## config.mk

```make
export PLATFORM = sky130hd
export DESIGN_NAME = cache_fill_ctrl
export DESIGN_NICKNAME = d
export VERILOG_FILES = /design/src/rtl/cache_pkg.sv /design/src/rtl/fill_word_counter.sv /design/src/rtl/rca_16bit.sv /design/src/rtl/cache_fill_ctrl.sv
export SDC_FILE = /design/constraint.sdc
export NUM_CORES = 1
export LEC_CHECK = 0
export ABC_AREA = 0
export BUFFER_PORTS_ARGS = -buffer_cell sky130_fd_sc_hd__buf_2
export CORE_MARGIN = 5
export CORE_UTILIZATION = 40
export CTS_CLUSTER_DIAMETER = 50
export DETAILED_ROUTE_END_ITERATION = 12
export PLACE_DENSITY = 0.76
export SYNTH_ARGS = -nofsm -noshare
export SYNTH_HDL_FRONTEND = slang
export SYNTH_SLANG_ARGS = --single-unit
```

## constraint.sdc

```tcl
create_clock -name clk -period 3.65 [get_ports clk]
set_clock_uncertainty 0.1 [all_clocks]
set_input_delay 0.365 -clock clk [delete_from_list [all_inputs] [get_ports clk]]
set_output_delay 0.365 -clock clk [all_outputs]
set_load 0.05 [all_outputs]
```

## src/rtl/cache_pkg.sv

```systemverilog
// Shared definitions for the cache refill controller: fill FSM encoding,
// cache-owner encoding and block geometry.
package cache_pkg;

    localparam int WORDS          = 8;
    localparam int BLOCK_OFFSET_W = 4;
    localparam int CNT_W          = $clog2(WORDS);

    typedef enum logic [1:0] {
        IDLE  = 2'd0,
        ISSUE = 2'd1,
        DRAIN = 2'd2,
        DONE  = 2'd3
    } fill_state_e;

    typedef enum logic {
        OWNER_D = 1'b0,
        OWNER_I = 1'b1
    } owner_e;

endpackage

```

## src/rtl/fill_word_counter.sv

```systemverilog
// Word index within a block refill: synchronous clear, increment, and a flag
// marking the final word of the block.
module fill_word_counter
    import cache_pkg::*;
(
    input  logic             clk,
    input  logic             rst,
    input  logic             clr,
    input  logic             inc,
    output logic [CNT_W-1:0] cnt,
    output logic             last
);

    logic [CNT_W-1:0] cnt_q, cnt_d;

    always_comb begin
        cnt_d = cnt_q;
        if (clr) begin
            cnt_d = '0;
        end else if (inc) begin
            cnt_d = cnt_q + 1'b1;
        end
    end

    // NOTE: sequential state takes non-blocking assignments so every flop samples the same pre-edge values.
    always_ff @(posedge clk or negedge rst) begin
        if (!rst) begin
            cnt_q <= '0;
        end else begin
            cnt_q <= cnt_d;
        end
    end

    assign cnt  = cnt_q;
    assign last = (cnt_q == {CNT_W{1'b1}});

endmodule

```

## src/rtl/rca_16bit.sv

```systemverilog
// Ripple-carry adder used for block-base plus word-offset address formation.
// The carry out of the top bit is discarded, so sums wrap modulo 2^W.
module rca_16bit #(
    parameter int W = 16
) (
    input  logic [W-1:0] a,
    input  logic [W-1:0] b,
    input  logic         cin,
    output logic [W-1:0] sum
);

    logic [W-1:0] carry;

    assign carry[0] = cin;

    for (genvar g = 0; g < W; g++) begin : g_bit
        assign sum[g] = a[g] ^ b[g] ^ carry[g];
        if (g < W - 1) begin : g_carry
            assign carry[g+1] = (a[g] & b[g]) | (carry[g] & (a[g] ^ b[g]));
        end
    end

endmodule

```

## src/rtl/cache_fill_ctrl.sv

```systemverilog
// Block-refill sequencer for the I and D caches over one shared pipelined
// memory read port: arbitrate, issue eight word reads, steer returns, write tags.
module cache_fill_ctrl
    import cache_pkg::*;
#(
    parameter int ADDR_WIDTH = 16
) (
    input  logic                  clk,
    input  logic                  rst,
    input  logic                  dmiss,
    input  logic [ADDR_WIDTH-1:0] dmiss_addr,
    input  logic                  imiss,
    input  logic [ADDR_WIDTH-1:0] imiss_addr,
    output logic                  mem_en,
    output logic [ADDR_WIDTH-1:0] mem_addr,
    input  logic                  mem_data_valid,
    input  logic [15:0]           mem_data,
    output logic [ADDR_WIDTH-1:0] fill_addr,
    output logic [15:0]           fill_data,
    output logic                  d_data_wr,
    output logic                  i_data_wr,
    output logic                  d_tag_wr,
    output logic                  i_tag_wr,
    output logic                  d_busy,
    output logic                  i_busy
);

    localparam int BASE_W = ADDR_WIDTH - BLOCK_OFFSET_W;

    fill_state_e           state_q, state_d;
    owner_e                owner_q, owner_d;
    logic [BASE_W-1:0]     base_q, base_d;
    logic [ADDR_WIDTH-1:0] miss_addr_q, miss_addr_d;
    logic                  rx_done_q, rx_done_d;

    logic                  issue_clr, issue_inc, issue_last;
    logic                  recv_clr, recv_inc, recv_last;
    logic [CNT_W-1:0]      issue_cnt, recv_cnt;
    logic [ADDR_WIDTH-1:0] block_addr, issue_addr, recv_addr;
    logic                  grant, wr_fire;
    logic [ADDR_WIDTH-1:0] req_addr;

    fill_word_counter u_issue_cnt (
        .clk  (clk),
        .rst  (rst),
        .clr  (issue_clr),
        .inc  (issue_inc),
        .cnt  (issue_cnt),
        .last (issue_last)
    );

    fill_word_counter u_recv_cnt (
        .clk  (clk),
        .rst  (rst),
        .clr  (recv_clr),
        .inc  (recv_inc),
        .cnt  (recv_cnt),
        .last (recv_last)
    );

    assign block_addr = {base_q, {BLOCK_OFFSET_W{1'b0}}};

    rca_16bit #(.W(ADDR_WIDTH)) u_issue_add (
        .a   (block_addr),
        .b   ({{BASE_W{1'b0}}, issue_cnt, 1'b0}),
        .cin (1'b0),
        .sum (issue_addr)
    );

    rca_16bit #(.W(ADDR_WIDTH)) u_recv_add (
        .a   (block_addr),
        .b   ({{BASE_W{1'b0}}, recv_cnt, 1'b0}),
        .cin (1'b0),
        .sum (recv_addr)
    );

    assign grant    = dmiss | imiss;
    assign req_addr = dmiss ? dmiss_addr : imiss_addr;

    // rx_done_q stops the wrapped receive counter from accepting a ninth word.
    assign wr_fire = ((state_q == ISSUE) || (state_q == DRAIN)) && mem_data_valid && !rx_done_q;

    // NOTE: every signal gets a default before the case so no path infers a latch.
    always_comb begin
        state_d     = state_q;
        owner_d     = owner_q;
        base_d      = base_q;
        miss_addr_d = miss_addr_q;
        rx_done_d   = rx_done_q;
        issue_clr   = 1'b0;
        issue_inc   = 1'b0;
        recv_clr    = 1'b0;
        recv_inc    = 1'b0;

        case (state_q)
            IDLE: begin
                if (grant) begin
                    owner_d     = dmiss ? OWNER_D : OWNER_I;
                    miss_addr_d = req_addr;
                    base_d      = req_addr[ADDR_WIDTH-1:BLOCK_OFFSET_W];
                    rx_done_d   = 1'b0;
                    issue_clr   = 1'b1;
                    recv_clr    = 1'b1;
                    state_d     = ISSUE;
                end
            end
            ISSUE: begin
                issue_inc = 1'b1;
                if (issue_last) begin
                    state_d = (rx_done_q || (wr_fire && recv_last)) ? DONE : DRAIN;
                end
            end
            DRAIN: begin
                if (wr_fire && recv_last) begin
                    state_d = DONE;
                end
            end
            DONE:    state_d = IDLE;
            default: state_d = IDLE;
        endcase

        if (wr_fire) begin
            recv_inc = 1'b1;
            if (recv_last) begin
                rx_done_d = 1'b1;
            end
        end
    end

    always_ff @(posedge clk or negedge rst) begin
        if (!rst) begin
            state_q     <= IDLE;
            owner_q     <= OWNER_D;
            base_q      <= '0;
            miss_addr_q <= '0;
            rx_done_q   <= 1'b0;
        end else begin
            state_q     <= state_d;
            owner_q     <= owner_d;
            base_q      <= base_d;
            miss_addr_q <= miss_addr_d;
            rx_done_q   <= rx_done_d;
        end
    end

    always_comb begin
        mem_en    = 1'b0;
        mem_addr  = '0;
        fill_addr = '0;
        fill_data = '0;
        d_data_wr = 1'b0;
        i_data_wr = 1'b0;
        d_tag_wr  = 1'b0;
        i_tag_wr  = 1'b0;

        if (state_q == ISSUE) begin
            mem_en   = 1'b1;
            mem_addr = issue_addr;
        end

        if (wr_fire) begin
            fill_addr = recv_addr;
            fill_data = mem_data;
            d_data_wr = (owner_q == OWNER_D);
            i_data_wr = (owner_q == OWNER_I);
        end else if (state_q == DONE) begin
            fill_addr = miss_addr_q;
            d_tag_wr  = (owner_q == OWNER_D);
            i_tag_wr  = (owner_q == OWNER_I);
        end
    end

    assign d_busy = (state_q != IDLE) && (owner_q == OWNER_D);
    assign i_busy = (state_q != IDLE) && (owner_q == OWNER_I);

endmodule

```

[Word-level counts from Yosys, hierarchy flattened]
Index checks and enable logic that the tools add are counted.
Storage, ports and cells
  output and inout bits: 55
  logic and storage cells: 62
  bits of input ports: 53
  register bits after elaboration: 38
Cells by class
  equal/unequal tests: 8
  reduce and logical (&&, ||, !) cells: 14
  bitwise gates (word level): 2
  $add $sub $neg: 2
  muxes and demuxes: 29
Operator list (number)
  $mux 16: 5
  $mux 1: 16
  $mux 3: 4
  $pmux 2 s4: 1
  $add 3x1->3 const B: 2
  $eq 3x3->1 const B: 2
  $mux 2: 3
  $reduce_bool 2->1: 3
  $logic_and 1x1->1: 5
  $eq 2x2->1 const B: 2
  $ne 2x2->1 const B: 2
  $reduce_and 3->1: 1
  $eq 2x1->1 const B: 1
  $logic_not 2->1: 1
  $logic_or 1x1->1: 2
  $ne 2x1->1 const B: 1
  $reduce_and 2->1: 1
  $logic_not 1->1: 1
  $not 1->1: 1
  $or 1x1->1: 1

[Longest topological paths before layout]
  word-level depth: 9
  depth in mapped cells: 7
  depth with buffers taken out: 6

[Modules after synthesis]
From an unflattened synthesis, not the netlist that was laid out.
Second synthesis, totals
  cells, all modules: 257
  area total of the unflattened synthesis: 2433.6 um^2
Modules (own cells, without submodules)
  cache_fill_ctrl: times used 1, seq. area each 500.5 um^2, area each 1467.7 um^2, cells an instance 193
  rca_16bit: times used 2, seq. area each 0.0 um^2, area each 342.8 um^2, cells an instance 21
  fill_word_counter: times used 2, seq. area each 75.1 um^2, area each 140.1 um^2, cells an instance 11

[Least setup slack after synthesis]
No wires, ideal clock.
  path kind: register -> output
  from: reg state_q[0]
  to: out fill_addr[10]
  data arrival time: 2104 ps
  path slack: 1081 ps
  buffers on the path: 1
  cell stages (with the launch flop): 8
  required time: 3185 ps
  cells stage by stage: dfrtp_1 -> inv_1 -> ha_1 -> nand2_1 -> nor2_1 -> nor2_1 -> clkbuf_1 -> nor2b_1
Between the ends
  cells in the longest elaborated chain, start to end: 5
RTL lines
  start: declaration: RTL line cache_fill_ctrl.sv:30  | fill_state_e state_q, state_d;
  start signal: assignment: RTL line cache_fill_ctrl.sv:138  | state_q <= state_d;
  $eq 2x1->1 / $eq 2x2->1 (equally long branches): RTL line cache_fill_ctrl.sv:81  | assign wr_fire = ((state_q == ISSUE) || (state_q == DRAIN)) && mem_data_valid && !rx_done_q;
  $logic_or 1x1->1: RTL line cache_fill_ctrl.sv:81
  $logic_and 1x1->1 (2 in series): RTL line cache_fill_ctrl.sv:81
  $mux 16 *: RTL line cache_fill_ctrl.sv:161  | if (wr_fire) begin
  end: declaration: RTL line cache_fill_ctrl.sv:18  | output logic [ADDR_WIDTH-1:0] fill_addr,
Every way passes the cells marked *; elsewhere a longest branch is shown, timed or not.

[Worst setup path in the final report]
Same ends and word-level chain as after synthesis.

==> flow_summary.ini <==
[die]
die_w_um = 74.6
core.rowCount = 23
start_util = 0.414
pin_count = 108
dieArea_um2 = 5560
core_area_um2 = 4030
die_h_um = 74.6

[global_route]
grt_max_degree = 36
grt_pass1_vias = 1577
grtUsageTotal = 0.163
grt_pass1_wl_mm = 7.16
globalRoute.totalOverflow = 0
antenna_found_initial = 0

[clocking]
clock_path_buffers = 2
post_cts_buffers = 0
clock_latency_ps = 260
post_cts_resized = 0
hold_buffers = 0
htree_levels = 1
cts_tree = done
cts.sinks = 26
cts_buffers = 3
root_buffer = clkbuf_8
clk_pin_slew_ps = 90

[detailed_routing]
wl_mm = 4.40
drtIter0Drc = 66
drc = 0
num_vias = 1611
wire_per_inst_um = 12.8
vias_per_cell = 4.70
ant_nets = 0
first_pass_iters = 4

[timing]
relSlewSlack = 0.509
finalSetupTns_ps = 0
timing.final.crit_share = 0.676
layout_min_cycle_time_ps = 2470
hold_ws_ps = -17.1
rsz0062_at_grt = false
finalHoldViolCount = 26
setup_viol = 0
worst_pin_slew_ps = 736
drv_slew = 0
fmax_ghz = 0.405

[cells_and_area]
synthToLayoutAreaGrowth_pct = 36.8
final_area_um2 = 2280
utilization = 0.567
nets = 356
drive_gt1_frac = 0.396
fillers = 405
insertedDiodeCount = 0

[place]
placedInstanceArea_um2 = 2230
io_buffers = 106
place_hpwl_mm = 3.49
gp_congestion = 0.752

[worst_setup_path]
startpoint_type = flop
r2r_start = state_q[1]$_DFFE_PN0P_
cp_common_cell = nor2_1
path_max_fanout = 12
max_stage_delay_ps = 380
worst-path-buf-inv = 3
crit_chain = inv_1, ha_1, nand2_1, nor2_1, nor2_1, buf_4, nor2b_1, buf_2
crit_start = state_q[0]$_DFFE_PN0P_
cp.arrival_ps = 2000
worstPathRequired_ps = 3180
critical-path-slowest-cell = dfrtp_1
worst_setup_path_end_kind = output port
cp_top_family = buffers and inverters
path_class = reg2out

[logic_synthesis]
yosysWarnings = 0
syn_area_um2 = 1670
synthCells = 192
ys_seq_area_frac = 0.390
avgSynthCellArea_um2 = 8.69
synth_cell_types = 26
syn_nets = 254
synth_seq_cells = 26

[outcome]
status = finished, violations left
violations = hold timing

[pwr]
peakVddDrop_v = 0.000483
fin_total_pwr_mw = 2.42
power.density_nw_per_um2 = 1060
p_leak_nw = 1.33

[flow_run]
cap_violations = 0

[hold_path]
min_path_type = in2async
## state kept, by name, indices dropped and copies added, names as in the netlist
signal,count
rx_done_q,1
owner_q,1
base_q,12
miss_addr_q,4
state_q,2
u_recv_cnt.cnt,3
u_issue_cnt.cnt,3
## per-stage QoR
step,setup WS [ps],hold slack (ps),cells
after global routing,1040,17.3,343
after CTS,1190,5.42,343
final,1180,-17.1,343
after detailed placement,1520,300,339
after global placement,1580,291,339
after floorplan,1080,-30.6,192
## power by group
group | total, mW | switching [mW] | internal, mW
registers | 0.513 | 0.0941 | 0.419
clock network | 0.183 | 0.0871 | 0.0963
logic | 1.73 | 1.28 | 0.444
total | 2.42 | 1.46 | 0.960
## path summary, 6_finish.rpt
| kind | to | slack [ps] | cells after the start |
|---|---|---|---|
| setup / recovery | fill_addr[10] | 1180 | 8 |
| hold / removal | base_q[0]$_DFFE_PN0P_ | -20 | 1 |
| setup reg to reg | state_q[0]$_DFFE_PN0P_ | 1530 | 5 |
| hold reg to reg | base_q[1]$_DFFE_PN0P_ | 390 | 2 |
| max in group asynchronous | miss_addr_q[1]$_DFFE_PN0P_ | 3090 | 1 |
| min in group clk | base_q[6]$_DFFE_PN0P_ | 280 | 3 |
## synthesized netlist by cell type
master,instances,area share
nand3_1,3,0.0090
ha_1,9,0.067
a21oi_1,2,0.0060
a32oi_1,1,0.0052
mux2i_1,18,0.11
nor2b_1,14,0.052
conb_1,1,0.0022
nor2_2,1,0.0038
nor2_1,9,0.020
clkbuf_1,7,0.016
buf_6,1,0.0067
buf_2,3,0.0090
inv_1,3,0.0067
xnor2_1,2,0.010
o21ai_1,2,0.0060
buf_4,1,0.0045
and3_1,2,0.0075
dfrtp_1,26,0.39
o21ai_0,18,0.054
a222oi_1,1,0.0060
nand2_1,32,0.072
a211oi_1,1,0.0045
nand4_1,1,0.0038
nand4b_1,1,0.0052
and2_1,32,0.12
or2_2,1,0.0038
## logic make-up after synthesis
logic type,Yosys count,share of synthesized area
buffers and inverters,15,0.0427
DFF,26,0.390
xor gates and xnor gates,2,0.0105
and+or+nand+nor,96,0.298
AOI/OAI and AO/OA,25,0.0817
muxes,18,0.108
adders and majority gates,9,0.0675
other,1,0.00225
## cell type report
cell class	count	area, um^2	area share
clock buffers	4	55.1	0.0241
inverters	3	11.3	0.00493
multi-input cells	151	951	0.416
flip-flops and latches	26	651	0.285
well taps	50	62.6	0.0274
repair buffers	109	553	0.242
## layout by cell type (no fill, tap or decap), types with 2 or more instances in the layout
cell / n
nand3_1: 3
buf_4: 3
a21oi_1: 2
mux2i_1: 18
and3_1: 2
inv_1: 3
and2_1: 32
nor2b_1: 14
clkbuf_8: 4
nor2_1: 9
dfrtp_1: 26
ha_1: 9
nand2_1: 32
buf_2: 106
o21ai_0: 18
xnor2_1: 2
## per-layer routing
metal	share of wire	wire length (um)	vias up	GRT usage
met3	0.071	311	8	0.0243
met1	0.41	1800	712	0.212
met4	0.017	75	0	0.0494
met2	0.50	2200	61	0.279
li1	-	-	830	-
met5	0	0	-	0
Note: power is estimated with default switching activity, not from simulation.
